<file path="config.mk">
export PLATFORM = sky130hd
export DESIGN_NAME = miner_job_ctrl_flat
export DESIGN_NICKNAME = d
export VERILOG_FILES = /design/src/rtl/miner_job_ctrl_if.sv /design/src/rtl/miner_job_ctrl.sv /design/src/flat_wrapper.sv
export SDC_FILE = /design/constraint.sdc
export NUM_CORES = 1
export LEC_CHECK = 0
export ABC_AREA = 1
export BUFFER_PORTS_ARGS = -buffer_cell sky130_fd_sc_hd__buf_2
export CAP_MARGIN = 15
export CORE_MARGIN = 4
export CORE_UTILIZATION = 57
export CTS_BUF_LIST = sky130_fd_sc_hd__clkbuf_4 sky130_fd_sc_hd__clkbuf_8 sky130_fd_sc_hd__clkbuf_16
export DETAILED_ROUTE_END_ITERATION = 16
export GPL_TIMING_DRIVEN = 1
export PLACE_DENSITY_LB_ADDON = 0.3
export SLEW_MARGIN = 5
export SYNTH_ARGS = -nofsm -noshare
export SYNTH_HDL_FRONTEND = slang
export SYNTH_SLANG_ARGS = --single-unit
</file>
<file path="constraint.sdc">
create_clock -name clk -period 7.3 [get_ports clk]
set_input_delay 0.365 -clock clk [delete_from_list [all_inputs] [get_ports clk]]
set_output_delay 0.365 -clock clk [all_outputs]
set_load 0.005 [all_outputs]
</file>
<file path="src/rtl/miner_job_ctrl_if.sv">
// ============================================================================
// miner_job_ctrl_if : job/result byte streams and miner control bundle
// Rev 1.0 - initial release
// ============================================================================
`default_nettype none

interface miner_job_ctrl_if;
  logic [7:0]  in_data;
  logic        in_valid;
  logic        in_ready;
  logic [7:0]  out_data;
  logic        out_valid;
  logic        out_ready;
  logic [7:0]  block0, block1, block2, block3, block4, block5;
  logic [7:0]  block6, block7, block8, block9, block10, block11;
  logic [15:0] target;
  logic        start;
  logic        miner_rst_n;
  logic        finish;
  logic [7:0]  nonce0, nonce1, nonce2, nonce3;
  logic        busy;

  // master: host / miner side, slave: the job controller
  modport master (
    output in_data, in_valid, out_ready, finish, nonce0, nonce1, nonce2, nonce3,
    input  in_ready, out_data, out_valid, target, start, miner_rst_n, busy,
    input  block0, block1, block2, block3, block4, block5,
    input  block6, block7, block8, block9, block10, block11
  );

  modport slave (
    input  in_data, in_valid, out_ready, finish, nonce0, nonce1, nonce2, nonce3,
    output in_ready, out_data, out_valid, target, start, miner_rst_n, busy,
    output block0, block1, block2, block3, block4, block5,
    output block6, block7, block8, block9, block10, block11
  );
endinterface

`default_nettype wire

</file>
<file path="src/rtl/miner_job_ctrl.sv">
// ============================================================================
// miner_job_ctrl : loads a job byte stream, sequences the miner, returns a
//                  5-byte status/nonce frame.
// Rev 1.0 - initial release
// ============================================================================
`default_nettype none

module miner_job_ctrl #(
  parameter int unsigned TIMEOUT_CYCLES = 2000000,
  parameter int unsigned RST_CYCLES     = 2
) (
  input  logic             clk,
  input  logic             reset,
  miner_job_ctrl_if.slave  bus
);

  localparam logic [31:0] C_T_LAST = 32'(TIMEOUT_CYCLES - 1);
  localparam logic [31:0] C_R_LAST = 32'(RST_CYCLES - 1);

  typedef enum logic [2:0] {
    S_LOAD   = 3'd0,
    S_MRST   = 3'd1,
    S_CLR    = 3'd2,
    S_RUN    = 3'd3,
    S_SETTLE = 3'd4,
    S_SEND   = 3'd5
  } state_t;

  state_t       r_state;
  logic [3:0]   r_idx;
  logic [31:0]  r_rcnt;
  logic [31:0]  r_tcnt;
  logic [7:0]   r_status;
  logic [31:0]  r_nonce;
  logic [2:0]   r_sidx;
  logic         r_captured;
  logic [7:0]   r_block [12];
  logic [15:0]  r_target;
  logic         r_start;
  logic         r_mrst_n;
  logic [7:0]   r_out_data;
  logic         r_out_valid;
  logic [7:0]   w_next_byte;

  always_comb begin
    w_next_byte = r_nonce[7:0];
    case (r_sidx)
      3'd0:    w_next_byte = r_nonce[31:24];
      3'd1:    w_next_byte = r_nonce[23:16];
      3'd2:    w_next_byte = r_nonce[15:8];
      default: w_next_byte = r_nonce[7:0];
    endcase
  end

  always_ff @(posedge clk or posedge reset) begin
    if (reset) begin
      r_state     <= S_LOAD;
      r_idx       <= '0;
      r_rcnt      <= '0;
      r_tcnt      <= '0;
      r_status    <= '0;
      r_nonce     <= '0;
      r_sidx      <= '0;
      r_captured  <= 1'b0;
      for (int i = 0; i < 12; i++) r_block[i] <= '0;
      r_target    <= '0;
      r_start     <= 1'b0;
      r_mrst_n    <= 1'b0;
      r_out_data  <= '0;
      r_out_valid <= 1'b0;
    end else begin
      case (r_state)
        S_LOAD: begin
          if (bus.in_valid) begin
            if (r_idx < 4'd12)       r_block[r_idx]  <= bus.in_data;
            else if (r_idx == 4'd12) r_target[15:8]  <= bus.in_data;
            else                     r_target[7:0]   <= bus.in_data;
            if (r_idx == 4'd13) begin
              r_idx    <= '0;
              r_rcnt   <= '0;
              r_mrst_n <= 1'b0;
              r_start  <= 1'b0;
              r_state  <= S_MRST;
            end else begin
              r_idx <= r_idx + 4'd1;
            end
          end
        end
        S_MRST: begin
          if (r_rcnt == C_R_LAST) begin
            r_mrst_n <= 1'b1;
            r_state  <= S_CLR;
          end else begin
            r_rcnt <= r_rcnt + 32'd1;
          end
        end
        S_CLR: begin
          r_tcnt  <= '0;
          r_start <= 1'b1;
          r_state <= S_RUN;
        end
        S_RUN: begin
          r_tcnt <= r_tcnt + 32'd1;
          // finish takes priority over a coincident timeout
          if (bus.finish) begin
            r_captured <= 1'b0;
            r_state    <= S_SETTLE;
          end else if (r_tcnt == C_T_LAST) begin
            r_status    <= 8'h02;
            r_nonce     <= '0;
            r_start     <= 1'b0;
            r_sidx      <= '0;
            r_out_data  <= 8'h02;
            r_out_valid <= 1'b1;
            r_state     <= S_SEND;
          end
        end
        S_SETTLE: begin
          // first cycle lets the nonce settle and captures it, second launches the frame
          if (!r_captured) begin
            r_captured <= 1'b1;
            r_nonce    <= {bus.nonce0, bus.nonce1, bus.nonce2, bus.nonce3};
            r_status   <= 8'h01;
          end else begin
            r_captured  <= 1'b0;
            r_start     <= 1'b0;
            r_sidx      <= '0;
            r_out_data  <= r_status;
            r_out_valid <= 1'b1;
            r_state     <= S_SEND;
          end
        end
        S_SEND: begin
          if (bus.out_ready) begin
            if (r_sidx == 3'd4) begin
              r_sidx      <= '0;
              r_out_valid <= 1'b0;
              r_out_data  <= '0;
              r_state     <= S_LOAD;
            end else begin
              r_out_data <= w_next_byte;
              r_sidx     <= r_sidx + 3'd1;
            end
          end
        end
        default: r_state <= S_LOAD;
      endcase
    end
  end

  assign bus.in_ready    = (r_state == S_LOAD);
  assign bus.busy        = (r_state != S_LOAD);
  assign bus.out_data    = r_out_data;
  assign bus.out_valid   = r_out_valid;
  assign bus.start       = r_start;
  assign bus.miner_rst_n = r_mrst_n;
  assign bus.target      = r_target;
  assign bus.block0      = r_block[0];
  assign bus.block1      = r_block[1];
  assign bus.block2      = r_block[2];
  assign bus.block3      = r_block[3];
  assign bus.block4      = r_block[4];
  assign bus.block5      = r_block[5];
  assign bus.block6      = r_block[6];
  assign bus.block7      = r_block[7];
  assign bus.block8      = r_block[8];
  assign bus.block9      = r_block[9];
  assign bus.block10     = r_block[10];
  assign bus.block11     = r_block[11];

endmodule

`default_nettype wire

</file>
<file path="src/flat_wrapper.sv">
// flat-port wrapper written by rule: the top's interface ports become plain ports
module miner_job_ctrl_flat 
#(
  parameter int unsigned TIMEOUT_CYCLES = 2000000,
  parameter int unsigned RST_CYCLES     = 2
)
  (clk, reset, bus_in_data, bus_in_valid, bus_out_ready, bus_finish, bus_nonce0, bus_nonce1, bus_nonce2, bus_nonce3, bus_in_ready, bus_out_data, bus_out_valid, bus_target, bus_start, bus_miner_rst_n, bus_busy, bus_block0, bus_block1, bus_block2, bus_block3, bus_block4, bus_block5, bus_block6, bus_block7, bus_block8, bus_block9, bus_block10, bus_block11);
  miner_job_ctrl_if bus_i ();
  input  logic clk;
  input  logic reset;
  input wire logic [$bits(bus_i.in_data)-1:0] bus_in_data;
  input wire logic [$bits(bus_i.in_valid)-1:0] bus_in_valid;
  input wire logic [$bits(bus_i.out_ready)-1:0] bus_out_ready;
  input wire logic [$bits(bus_i.finish)-1:0] bus_finish;
  input wire logic [$bits(bus_i.nonce0)-1:0] bus_nonce0;
  input wire logic [$bits(bus_i.nonce1)-1:0] bus_nonce1;
  input wire logic [$bits(bus_i.nonce2)-1:0] bus_nonce2;
  input wire logic [$bits(bus_i.nonce3)-1:0] bus_nonce3;
  output wire logic [$bits(bus_i.in_ready)-1:0] bus_in_ready;
  output wire logic [$bits(bus_i.out_data)-1:0] bus_out_data;
  output wire logic [$bits(bus_i.out_valid)-1:0] bus_out_valid;
  output wire logic [$bits(bus_i.target)-1:0] bus_target;
  output wire logic [$bits(bus_i.start)-1:0] bus_start;
  output wire logic [$bits(bus_i.miner_rst_n)-1:0] bus_miner_rst_n;
  output wire logic [$bits(bus_i.busy)-1:0] bus_busy;
  output wire logic [$bits(bus_i.block0)-1:0] bus_block0;
  output wire logic [$bits(bus_i.block1)-1:0] bus_block1;
  output wire logic [$bits(bus_i.block2)-1:0] bus_block2;
  output wire logic [$bits(bus_i.block3)-1:0] bus_block3;
  output wire logic [$bits(bus_i.block4)-1:0] bus_block4;
  output wire logic [$bits(bus_i.block5)-1:0] bus_block5;
  output wire logic [$bits(bus_i.block6)-1:0] bus_block6;
  output wire logic [$bits(bus_i.block7)-1:0] bus_block7;
  output wire logic [$bits(bus_i.block8)-1:0] bus_block8;
  output wire logic [$bits(bus_i.block9)-1:0] bus_block9;
  output wire logic [$bits(bus_i.block10)-1:0] bus_block10;
  output wire logic [$bits(bus_i.block11)-1:0] bus_block11;
  assign bus_i.in_data = bus_in_data;
  assign bus_i.in_valid = bus_in_valid;
  assign bus_i.out_ready = bus_out_ready;
  assign bus_i.finish = bus_finish;
  assign bus_i.nonce0 = bus_nonce0;
  assign bus_i.nonce1 = bus_nonce1;
  assign bus_i.nonce2 = bus_nonce2;
  assign bus_i.nonce3 = bus_nonce3;
  assign bus_in_ready = bus_i.in_ready;
  assign bus_out_data = bus_i.out_data;
  assign bus_out_valid = bus_i.out_valid;
  assign bus_target = bus_i.target;
  assign bus_start = bus_i.start;
  assign bus_miner_rst_n = bus_i.miner_rst_n;
  assign bus_busy = bus_i.busy;
  assign bus_block0 = bus_i.block0;
  assign bus_block1 = bus_i.block1;
  assign bus_block2 = bus_i.block2;
  assign bus_block3 = bus_i.block3;
  assign bus_block4 = bus_i.block4;
  assign bus_block5 = bus_i.block5;
  assign bus_block6 = bus_i.block6;
  assign bus_block7 = bus_i.block7;
  assign bus_block8 = bus_i.block8;
  assign bus_block9 = bus_i.block9;
  assign bus_block10 = bus_i.block10;
  assign bus_block11 = bus_i.block11;
  miner_job_ctrl #(.TIMEOUT_CYCLES(TIMEOUT_CYCLES), .RST_CYCLES(RST_CYCLES)) u_core (.clk(clk), .reset(reset), .bus(bus_i));
endmodule
</file>
* Word-level counts from Yosys, hierarchy flattened
Index checks and enable logic that the tools add are counted.
Operators by class: reductions and logical operators 21, add/sub/neg operators 4, $lt $le $gt $ge 3, bitwise operators 3, multiplexer cells 54, equal/unequal tests 24
Operator list (count):
- $mux 32 | 6
- $pmux 32 s2 | 3
- $bwmux 96 | 1
- $add 32x1->32 const B | 2
- $mux 8 | 7
- $pmux 8 s3 | 2
- $mux 3 | 13
- $demux 8 s4 | 1
- $eq 32x1->1 const B | 1
- $eq 32x21->1 const B | 1
- $reduce_and 4->1 | 5
- $pmux 3 s6 | 1
- $pmux 8 s2 | 1
- $mux 1 | 13
- $ne 2x2->1 const B | 6
- $reduce_and 6->1 | 2
- $ne 2x1->1 const B | 5
- $eq 3x2->1 const B | 3
- $eq 3x3->1 const B | 3
- $pmux 3 s3 | 1
- $eq 4x4->1 const B | 2
- $reduce_and 7->1 | 1
- $eq 3x1->1 const B | 2
- $logic_not 3->1 | 2
- 19 further kinds | 25
Storage, ports and cells: register bits after elaboration 238, word-level logic and storage cells 135

* Logic depth before layout (Yosys ltp)
Gate-level depths: netlist (run 1).
depth after elaboration 6, depth in mapped cells 12, gate-level depth less buffers 11

* Least setup slack after synthesis (run 1)
No wires, ideal clock.
kind reg2reg, start register u_core.r_rcnt[0], end register u_core.r_rcnt[28], buffers on the path 0, cell stages (with the launch flop) 9, setup time 0.117 ns, arrival 1.578 ns, data required time 7.183 ns, path slack 5.604 ns, clock period less this slack 1.696 ns, path through dfrtp_1 > ha_1 > inv_1 > nor3_1 > inv_1 > nor2_1 > nand3_1 > nand3_1 > nand2_1
Between the ends: word-level cells in the longest chain between the ends 3, elaborated cells between the ends (all ways) 6
RTL lines:
- start: declaration | line miner_job_ctrl.sv:31 | logic [31:0] r_rcnt;
- start signal: assignment | line miner_job_ctrl.sv:94 | r_rcnt <= r_rcnt + 32'd1;
- $add 32x1->32 or $eq 32x1->1 (tied branches) | line miner_job_ctrl.sv:94, miner_job_ctrl.sv:90
- $mux 32 or $ne 2x2->1 (tied branches)
- $pmux 32 s2 or $reduce_and 4->1 (tied branches)
Parallel ways exist; a longest one is shown, timed or not. The select of a mux whose other input is x is not followed. A chain may end at the register's enable or synchronous reset.

* Final worst setup path (run 1)
start register u_core.r_state[1], end register u_core.r_nonce[31]
Between the ends: word-level cells in the longest chain between the ends 3, elaborated cells between the ends (all ways) 8
RTL lines:
- start: declaration | line miner_job_ctrl.sv:29 | state_t r_state;
- start signal: assignment | line miner_job_ctrl.sv:57 | r_state <= S_LOAD;
- start signal: assignment | line miner_job_ctrl.sv:83 | r_state <= S_MRST;
- start signal: assignment | line miner_job_ctrl.sv:92 | r_state <= S_CLR;
- $eq 3x3->1 or $eq 3x2->1 (tied branches) | line miner_job_ctrl.sv:72 | case (r_state)
- $ne 2x2->1 (no line), or another cell as far along
- $reduce_and 4->1 (no line)
- end signal: assignment | line miner_job_ctrl.sv:122 | r_nonce <= {bus.nonce0, bus.nonce1, bus.nonce2, bus.nonce3};
- end: declaration | line miner_job_ctrl.sv:34 | logic [31:0] r_nonce;
Parallel ways exist; a longest one is shown, timed or not.

==> results of run 1 <==
## kinds of logic (layout without fill, tap and decap cells)
| family | Yosys count | count (layout) | share of synthesized area [%] |
|---|---|---|---|
| fa+ha+maj | 7 | 7 | 0.773 |
| other cells | 0 | 1 | 0 |
| simple gates | 875 | 875 | 33.0 |
| compound gates | 173 | 173 | 8.23 |
| buf+inv | 162 | 331 | 6.04 |
| flops | 232 | 232 | 51.3 |
| xor+xnor | 9 | 9 | 0.696 |
## metrics by stage
| stage | setup WS (ps) | total power, W | hold WS, ps | cell area (um^2) | std cells |
|---|---|---|---|---|---|
| after floorplan | 574 | 0.00298 | 434 | 11300 | 1458 |
| after CTS | 4790 | 0.00486 | 19.0 | 13100 | 1889 |
| after global routing | 4530 | 0.00518 | 28.2 | 13100 | 1893 |
| final | 4770 | 0.00485 | 32.9 | 13100 | 1893 |
| after global placement | 4910 | 0.00352 | 447 | 12300 | 1848 |
| after detailed placement | 4820 | 0.00359 | 452 | 12300 | 1848 |
## area by class of cell
cell class / count / area [um^2] / share of cell area (%)
Inverter: 115 / 442 / 3.36
Sequential cell: 232 / 5810 / 44.2
Clock buffer: 38 / 773 / 5.89
Multi-Input combinational cell: 1064 / 4830 / 36.8
Clock inverter: 3 / 30.0 / 0.229
Timing Repair Buffer: 175 / 921 / 7.01
Antenna cell: 1 / 2.50 / 0.0190
Tap cell: 265 / 332 / 2.52
## tightest hold or removal path: cells and delay by family
family | cells | cell delay (ps)
buffers and inverters | 1 | 70
AND/OR/NAND/NOR | 2 | 90
## sequential cells by signal (all words and copies together) (netlist names), 2 cells and up
| name | count |
|---|---|
| u_core.r_nonce | 32 |
| u_core.bus.block3 | 8 |
| u_core.bus.block10 | 8 |
| u_core.r_status | 2 |
| u_core.bus.block5 | 8 |
| u_core.bus.block2 | 8 |
| u_core.bus.block1 | 8 |
| u_core.bus.block8 | 8 |
| u_core.r_tcnt | 32 |
| u_core.r_sidx | 3 |
| u_core.r_rcnt | 32 |
| u_core.bus.block9 | 8 |
| u_core.r_state | 3 |
| u_core.bus.block11 | 8 |
| u_core.r_idx | 4 |
| u_core.bus.block0 | 8 |
| u_core.bus.out_data | 8 |
| u_core.bus.target | 16 |
| u_core.bus.block7 | 8 |
| u_core.bus.block4 | 8 |
| u_core.bus.block6 | 8 |
## synth_stat cells (2+ instances only)
library cell	count
nand2_4	2
or2_2	13
nor2_4	2
nor2_1	190
a21oi_1	56
nand2_1	469
o21ai_1	16
o22ai_1	3
ha_1	7
nand3b_1	2
dfrtp_1	232
nand4_1	18
xor2_1	9
buf_1	2
a21oi_2	12
clkbuf_1	21
nand2_2	3
nor3_1	26
buf_6	7
inv_1	109
o21ai_0	81
buf_2	17
nand3_1	131
nor3_4	6
inv_2	5
nor2_2	7
## worst max-delay path by stage
stage	from	end	slack, ps	depth (start not counted)
floorplan	reset	u_core.bus.block0[0]	570	1
global placement	u_core.r_state[1]	u_core.r_nonce[14]	4910	8
detailed placement	u_core.r_state[1]	u_core.r_nonce[31]	4820	8
CTS	u_core.r_state[1]	u_core.r_nonce[31]	4790	8
global route	u_core.r_tcnt[1]	u_core.r_nonce[31]	4530	10
finish	u_core.r_state[1]	u_core.r_nonce[31]	4770	8
## power by group through the flow
stage	clock, W	sequential [W]	combinational, W
6_report	0.00124	0.00201	0.00160
5_1_grt	0.00131	0.00207	0.00181
3_5_place_dp	0	0.00201	0.00158
2_1_floorplan	0	0.00201	0.000976
3_3_place_gp	0	0.00200	0.00153
4_1_cts	0.00125	0.00201	0.00160
## metal layers
layer	up-vias	track usage, %
li1	4977	-
met1	4901	36.1
met2	320	46.5
met3	45	6.81
met4	0	6.77
met5	-	0
## cell usage in the layout (no fill, tap or decap), types with 2 or more instances in the layout
cell type / instances
nand2_1: 469
nand2_4: 2
o21ai_0: 81
nor2_2: 7
nor2_4: 2
buf_4: 3
clkbuf_16: 25
nor3_1: 26
or2_2: 13
a21oi_1: 56
nand3_1: 131
nand4_1: 18
o22ai_1: 3
buf_2: 169
xor2_1: 9
clkbuf_4: 5
a21oi_2: 12
clkinv_2: 2
inv_2: 5
dfrtp_1: 232
inv_1: 108
ha_1: 7
nor2_1: 190
nand3b_1: 2
nor3_4: 6
clkbuf_8: 8
o21ai_1: 16
nand2_2: 3
==> flow_summary.yaml, run 1 <==
floorplanning:
  num_io_pins: 170
  start_util_pct: 58.0
  core_mm2: 0.0195
  die_w_um: 149
  rows: 51
  die_area_mm2: 0.0222
  die_y_um: 149
worst_setup_path:
  cp_cell_sequence: "inv_1 -> nor2_1 -> buf_4 -> nand2_1 -> o21ai_1 -> nand3_2 -> nand2_1 -> nand2_1"
  timing.rr.end: "u_core.r_nonce[31]"
  worstPathMaxFanout: 34
  arrival_ps: 2940
  cp_slowest_cell: "nand3_2"
  criticalPathCategory: "flip-flop to flip-flop"
  cpPeakStageDelay_ps: 600
  crit-reg2reg-launch: "u_core.r_state[1]"
  worstSetupStartpointType: "flip-flop"
  r2r_cells: 8
  crit_path_frequent_cell: "nand2_1"
  path_buf_inv: 2
  crit_required_ps: 7700
  regToRegSetupSlack_ps: 4770
  cp_top_family: "simple AND/OR/NAND/NOR gates"
  critPathCaptureType: "flip-flop"
clock_tree:
  cts_buffer_depth: 3
  ctsResizeCount: 0
  cts_buffers: 25
  htree_levels: 1
  cts-root-buf: "clkbuf_16"
  cts.sinks: 232
  post_cts_buffers: 0
  clock_latency_ps: 540
  hold_buffers: 0
  cts_tree: "yes"
  path_clk_slew_ps: 60
route:
  dr_total_vias: 10200
  drc: 0
  drt_pass1_iterations: 5
  met3_wirelength_um: 2340
  wl_met2_um: 14600
  m1WireLength_um: 12700
  drt-total-wl_um: 30300
  drt-vias-per-instance: 5.41
  postRouteAntennaNets: 0
  drt_iter0_markers: 810
  dr.max_layer_used: "met4"
  routedWlPerCell_um: 16.0
worst_hold_path:
  hp-start: "bus_nonce3[1]"
  hp-class: "input pin to flip-flop"
  whs_path_depth: 3
  hold_path_end: "u_core.r_nonce[1]"
placed_design:
  dp_hpwl_um: 21200
  port_buffers: 169
  gp_congestion: 0.933
grt:
  track_usage_pct: 27.5
  grt_pass1_vias: 10100
  grt_pass1_wl_um: 50100
  grt_max_degree: 158
  grt_overflow: 0
  antenna_found_initial: 1
sta:
  tns_ps: 0
  period_share_pct: 34.7
  slew_violations: 0
  finalClockSkew_ps: 14.5
  worst_pin_slew_ps: 1130
  timing.fmax_ghz: 0.395
  hold_violations: 0
  relSlewSlack_pct: 24.4
  finalSetupViolCount: 0
  post-route-min-period_ps: 2530
  rsz0062_at_grt: "no"
layout:
  final_core_util_pct: 67.3
  drive_gt1_share_pct: 16.7
  fill_cells: 1691
  fin_nets: 1665
  area_delta_synth_final_pct: 16.0
pwr:
  seqPwrFrac_pct: 41.5
  swShare_pct: 37.4
  comb_power_share_pct: 33.0
  p_leak_nw: 6.60
  p_switching_w: 0.00182
  ir_drop_uv: 251
  clkPwrFrac_pct: 25.5
  p_int_w: 0.00304
  p_per_area_mw_per_mm2: 369
synth:
  synthArstFlopShare_pct: 100
  synth.cell_area_mm2: 0.0113
  syn-num-nets: 1510
  synth_top_area_share_pct: 51.3
  yosysSeqAreaShare_pct: 51.3
  yosysTopAreaCell: "dfrtp_1"
  ys.flop_type: "dfrtp_1"
  ys_types: 38
  ys_warn_count: 0
  synth_edf_count: 0
  syn_area_per_cell_um2: 7.77
  syn_inst: 1458
  synthTopCellsByArea: "dfrtp_1 51%, nand2_1 16%, nor2_1 6.3%"
  ys_seq_elements: 232
flow_run:
  drv_cap: 0
status:
  status: "finished, final reports clean"
No activity file was read; power rests on OpenSTA's default activity.
==> run 2, diff against run 1 <==
Settings changed: ABC_AREA 1 to 0.
Clock period 7.3 ns to 2.5 ns, I/O delays scaled along.
==> run 2 against run 1 <==
  * Clock power grew to 3.1 times the previous value
  * Hold slack lost 8.3 ps
  * Synthesized cell count shrank 35%
  * Clock-buffer cell count shrank 2
  * Core utilization grew 4.5 points
  * Combinational power grew 120%
  * Via count shrank 19%
  * First-iteration DRC count shrank 24%
  * Highest routed layer unchanged
==> flow_summary.yaml, run 2 <==
status:
  status: "finished, final reports clean"
layout:
  final_area_mm2: 0.0130
  drive_gt1_share_pct: 33.8
  reg.largest.list: "u_core.r_nonce x32, u_core.r_rcnt x32, u_core.r_tcnt x32"
  area_delta_synth_final_pct: 22.2
  most-common-layout-cells: "232 x dfrtp_1, 169 x buf_2, 121 x mux2_2, 114 x nand2_1, 66 x o21ai_0"
  layout_commonest_cell: "dfrtp_1"
  diodes: 0
  fin_nets: 1211
  final_cells: 1405
  fill_cells: 1282
worst_setup_path:
  cp_cell_sequence: "nor2_8 -> nand2_2 -> inv_2 -> nand2_2 -> or3_1 -> nor3_4 -> buf_12 -> mux2_2"
  worstSetupStartpointType: "flip-flop"
  startpoint: "u_core.r_state[1]"
  crit-reg2reg-launch: "u_core.r_state[1]"
  crit_path_frequent_cell: "nand2_2"
  worstPathMaxFanout: 8
  cpPeakStageDelay_ps: 500
  cp_slowest_cell: "dfrtp_1"
  regToRegSetupSlack_ps: 170
  crit_required_ps: 2890
  criticalPathCategory: "flip-flop to flip-flop"
  r2r_cells: 8
  critPathCaptureType: "flip-flop"
  arrival_ps: 2710
  timing.rr.end: "u_core.bus.block0[2]"
sta:
  finalSetupViolCount: 0
  worst_pin_slew_ps: 947
  period_share_pct: 93.1
  tns_ps: 0
  timing.fmax_ghz: 0.430
  relSlewSlack_pct: 36.4
  rsz0062_at_grt: "no"
  slew_violations: 0
  post-route-min-period_ps: 2330
  finalClockSkew_ps: 12.3
  setup_slack_ps: 173
  hold_violations: 0
grt:
  grt_pass1_vias: 8401
  grt_max_degree: 114
  grt_pass1_wl_um: 43400
  antenna_found_initial: 0
  track_usage_pct: 25.8
  grt_overflow: 0
synth:
  synthAdderAreaFrac_pct: 0.822
  synth-compound-area-share_pct: 9.89
  synth_xor_xnor_area_share_pct: 1.31
  synthTopCellsByArea: "dfrtp_1 54%, mux2_2 13%, nand2_1 4.0%"
  ys.flop_type: "dfrtp_1"
  syn-num-nets: 1006
  synth_top_family_by_area: "simple AND/OR/NAND/NOR gates"
  synth_top_area_share_pct: 54.5
  yosysTopAreaCell: "dfrtp_1"
  yosysMostFrequentCell: "dfrtp_1"
  synthArstFlopShare_pct: 100
  ys_types: 69
  yosys-top-cells-count: "232 x dfrtp_1, 121 x mux2_2, 115 x nand2_1, 66 x o21ai_0, 43 x nor2_1"
  syn_area_per_cell_um2: 11.2
  ys_seq_elements: 232
  syn_inst: 954
  synth.cell_area_mm2: 0.0107
  yosysSeqAreaShare_pct: 54.5
  ys_warn_count: 0
  synth-simple-area-share_pct: 17.3
  synth_edf_count: 0
  synth_mux_area_share_pct: 13.3
clock_tree:
  htree_levels: 1
  path_clk_slew_ps: 60
  cts_buffer_depth: 3
  cts.sinks: 232
  cts_buffers: 24
  clock_latency_ps: 510
  cts-root-buf: "clkbuf_16"
  cts_tree: "yes"
route:
  drt-total-wl_um: 27000
  drt-vias-per-instance: 5.92
  drc: 0
  drt_iter0_markers: 612
  drt_pass1_iterations: 4
  postRouteAntennaNets: 0
  dr_total_vias: 8319
  routedWlPerCell_um: 19.2
floorplanning:
  die_w_um: 145
  start_util_pct: 58.7
  core_mm2: 0.0181
  rows: 49
  die_area_mm2: 0.0210
  die_y_um: 145
  num_io_pins: 170
placed_design:
  post-place-ws_ps: 92.0
  gp_congestion: 0.834
  port_buffers: 169
  place_area_mm2: 0.0118
  dp_hpwl_um: 17700
  place_inst: 1328
pwr:
  ir_drop_uv: 1000
  p_leak_nw: 6.30
  p_total_w: 0.0127
  p_per_area_mw_per_mm2: 976
worst_hold_path:
  whs_path_depth: 3
  hp-start: "bus_finish"
  hold_path_end: "u_core.bus.start"
  hp-class: "input pin to flip-flop"
flow_run:
  drv_cap: 0
run 2: cell types whose count changed in the layout (fill, tap and decap cells not counted), moves of 32 or more:
cell and delta:
nor2_1 -147, nand2_1 -355, mux2_2 +121, inv_1 -96, nand3_1 -105, dlygate4sd3_1 +32
run 2: worst max path at each step:
stage,end,depth (start not counted)
floorplan,u_core.bus.block0[0],1
global placement,u_core.bus.block0[1],7
detailed placement,u_core.bus.out_data[0],7
CTS,u_core.bus.out_data[0],7
global route,u_core.r_state[0],7
finish,u_core.bus.block0[2],8
run 2: worst max-delay path, delay by kind of cell, from the launching register on:
kind,cells,cell delay [ps]
flops,1,500
mux,1,330
buf+inv,2,250
simple gates,5,1130
run 2: cell type report:
class,instances,area [um^2],area share [%]
Tap cell,229,287,2.20
Clock inverter,7,110,0.845
Timing Repair Buffer,234,1470,11.3
Inverter,14,56.3,0.432
Clock buffer,36,746,5.72
Sequential cell,232,5810,44.6
Multi-Input combinational cell,653,4560,35.0
run 2: metal layers:
layer	routed length, um	up-vias	part of all wire (%)	track usage (%)
met2	13500	254	50	43.0
met1	11300	4172	42	35.1
met3	1430	52	5.3	4.50
li1	-	3841	-	-
met5	0	-	0	0
met4	773	0	2.9	7.61
run 2: what timing repair did:
action,in CTS,in global routing
hold endpoints to repair,264,0
setup endpoints to repair,0,18
hold buffers,33,0
resized for setup,0,3
buffers inserted,0,1
run 2: per-stage QoR:
step | utilization (%) | hold WS, ps
finish | 71.8 | 24.6
floorplan | - | 242
detailed placement | 65.1 | 32.4
CTS | 71.6 | 21.7
global placement | 65.1 | 40.1
global route | 71.8 | 64.1
run 2: logic make-up (layout without fill, tap and decap cells):
family	Yosys count	in the layout
AO/OA/AOI/OAI	171	171
multiplexers	126	126
adder cells (fa/ha/maj)	7	7
flip-flops	232	232
XOR/XNOR	16	16
AND/OR/NAND/NOR	333	333
buffers and inverters	69	291
run 2: where the power goes:
| part | internal (W) | switching, W | leakage (nW) | total [W] |
|---|---|---|---|---|
| Sequential | 0.00468 | 0.000627 | 3.07 | 0.00531 |
| Clock | 0.00236 | 0.00145 | 0.432 | 0.00382 |
| Combinational | 0.00165 | 0.00194 | 2.80 | 0.00359 |
| Total | 0.00870 | 0.00402 | 6.30 | 0.0127 |
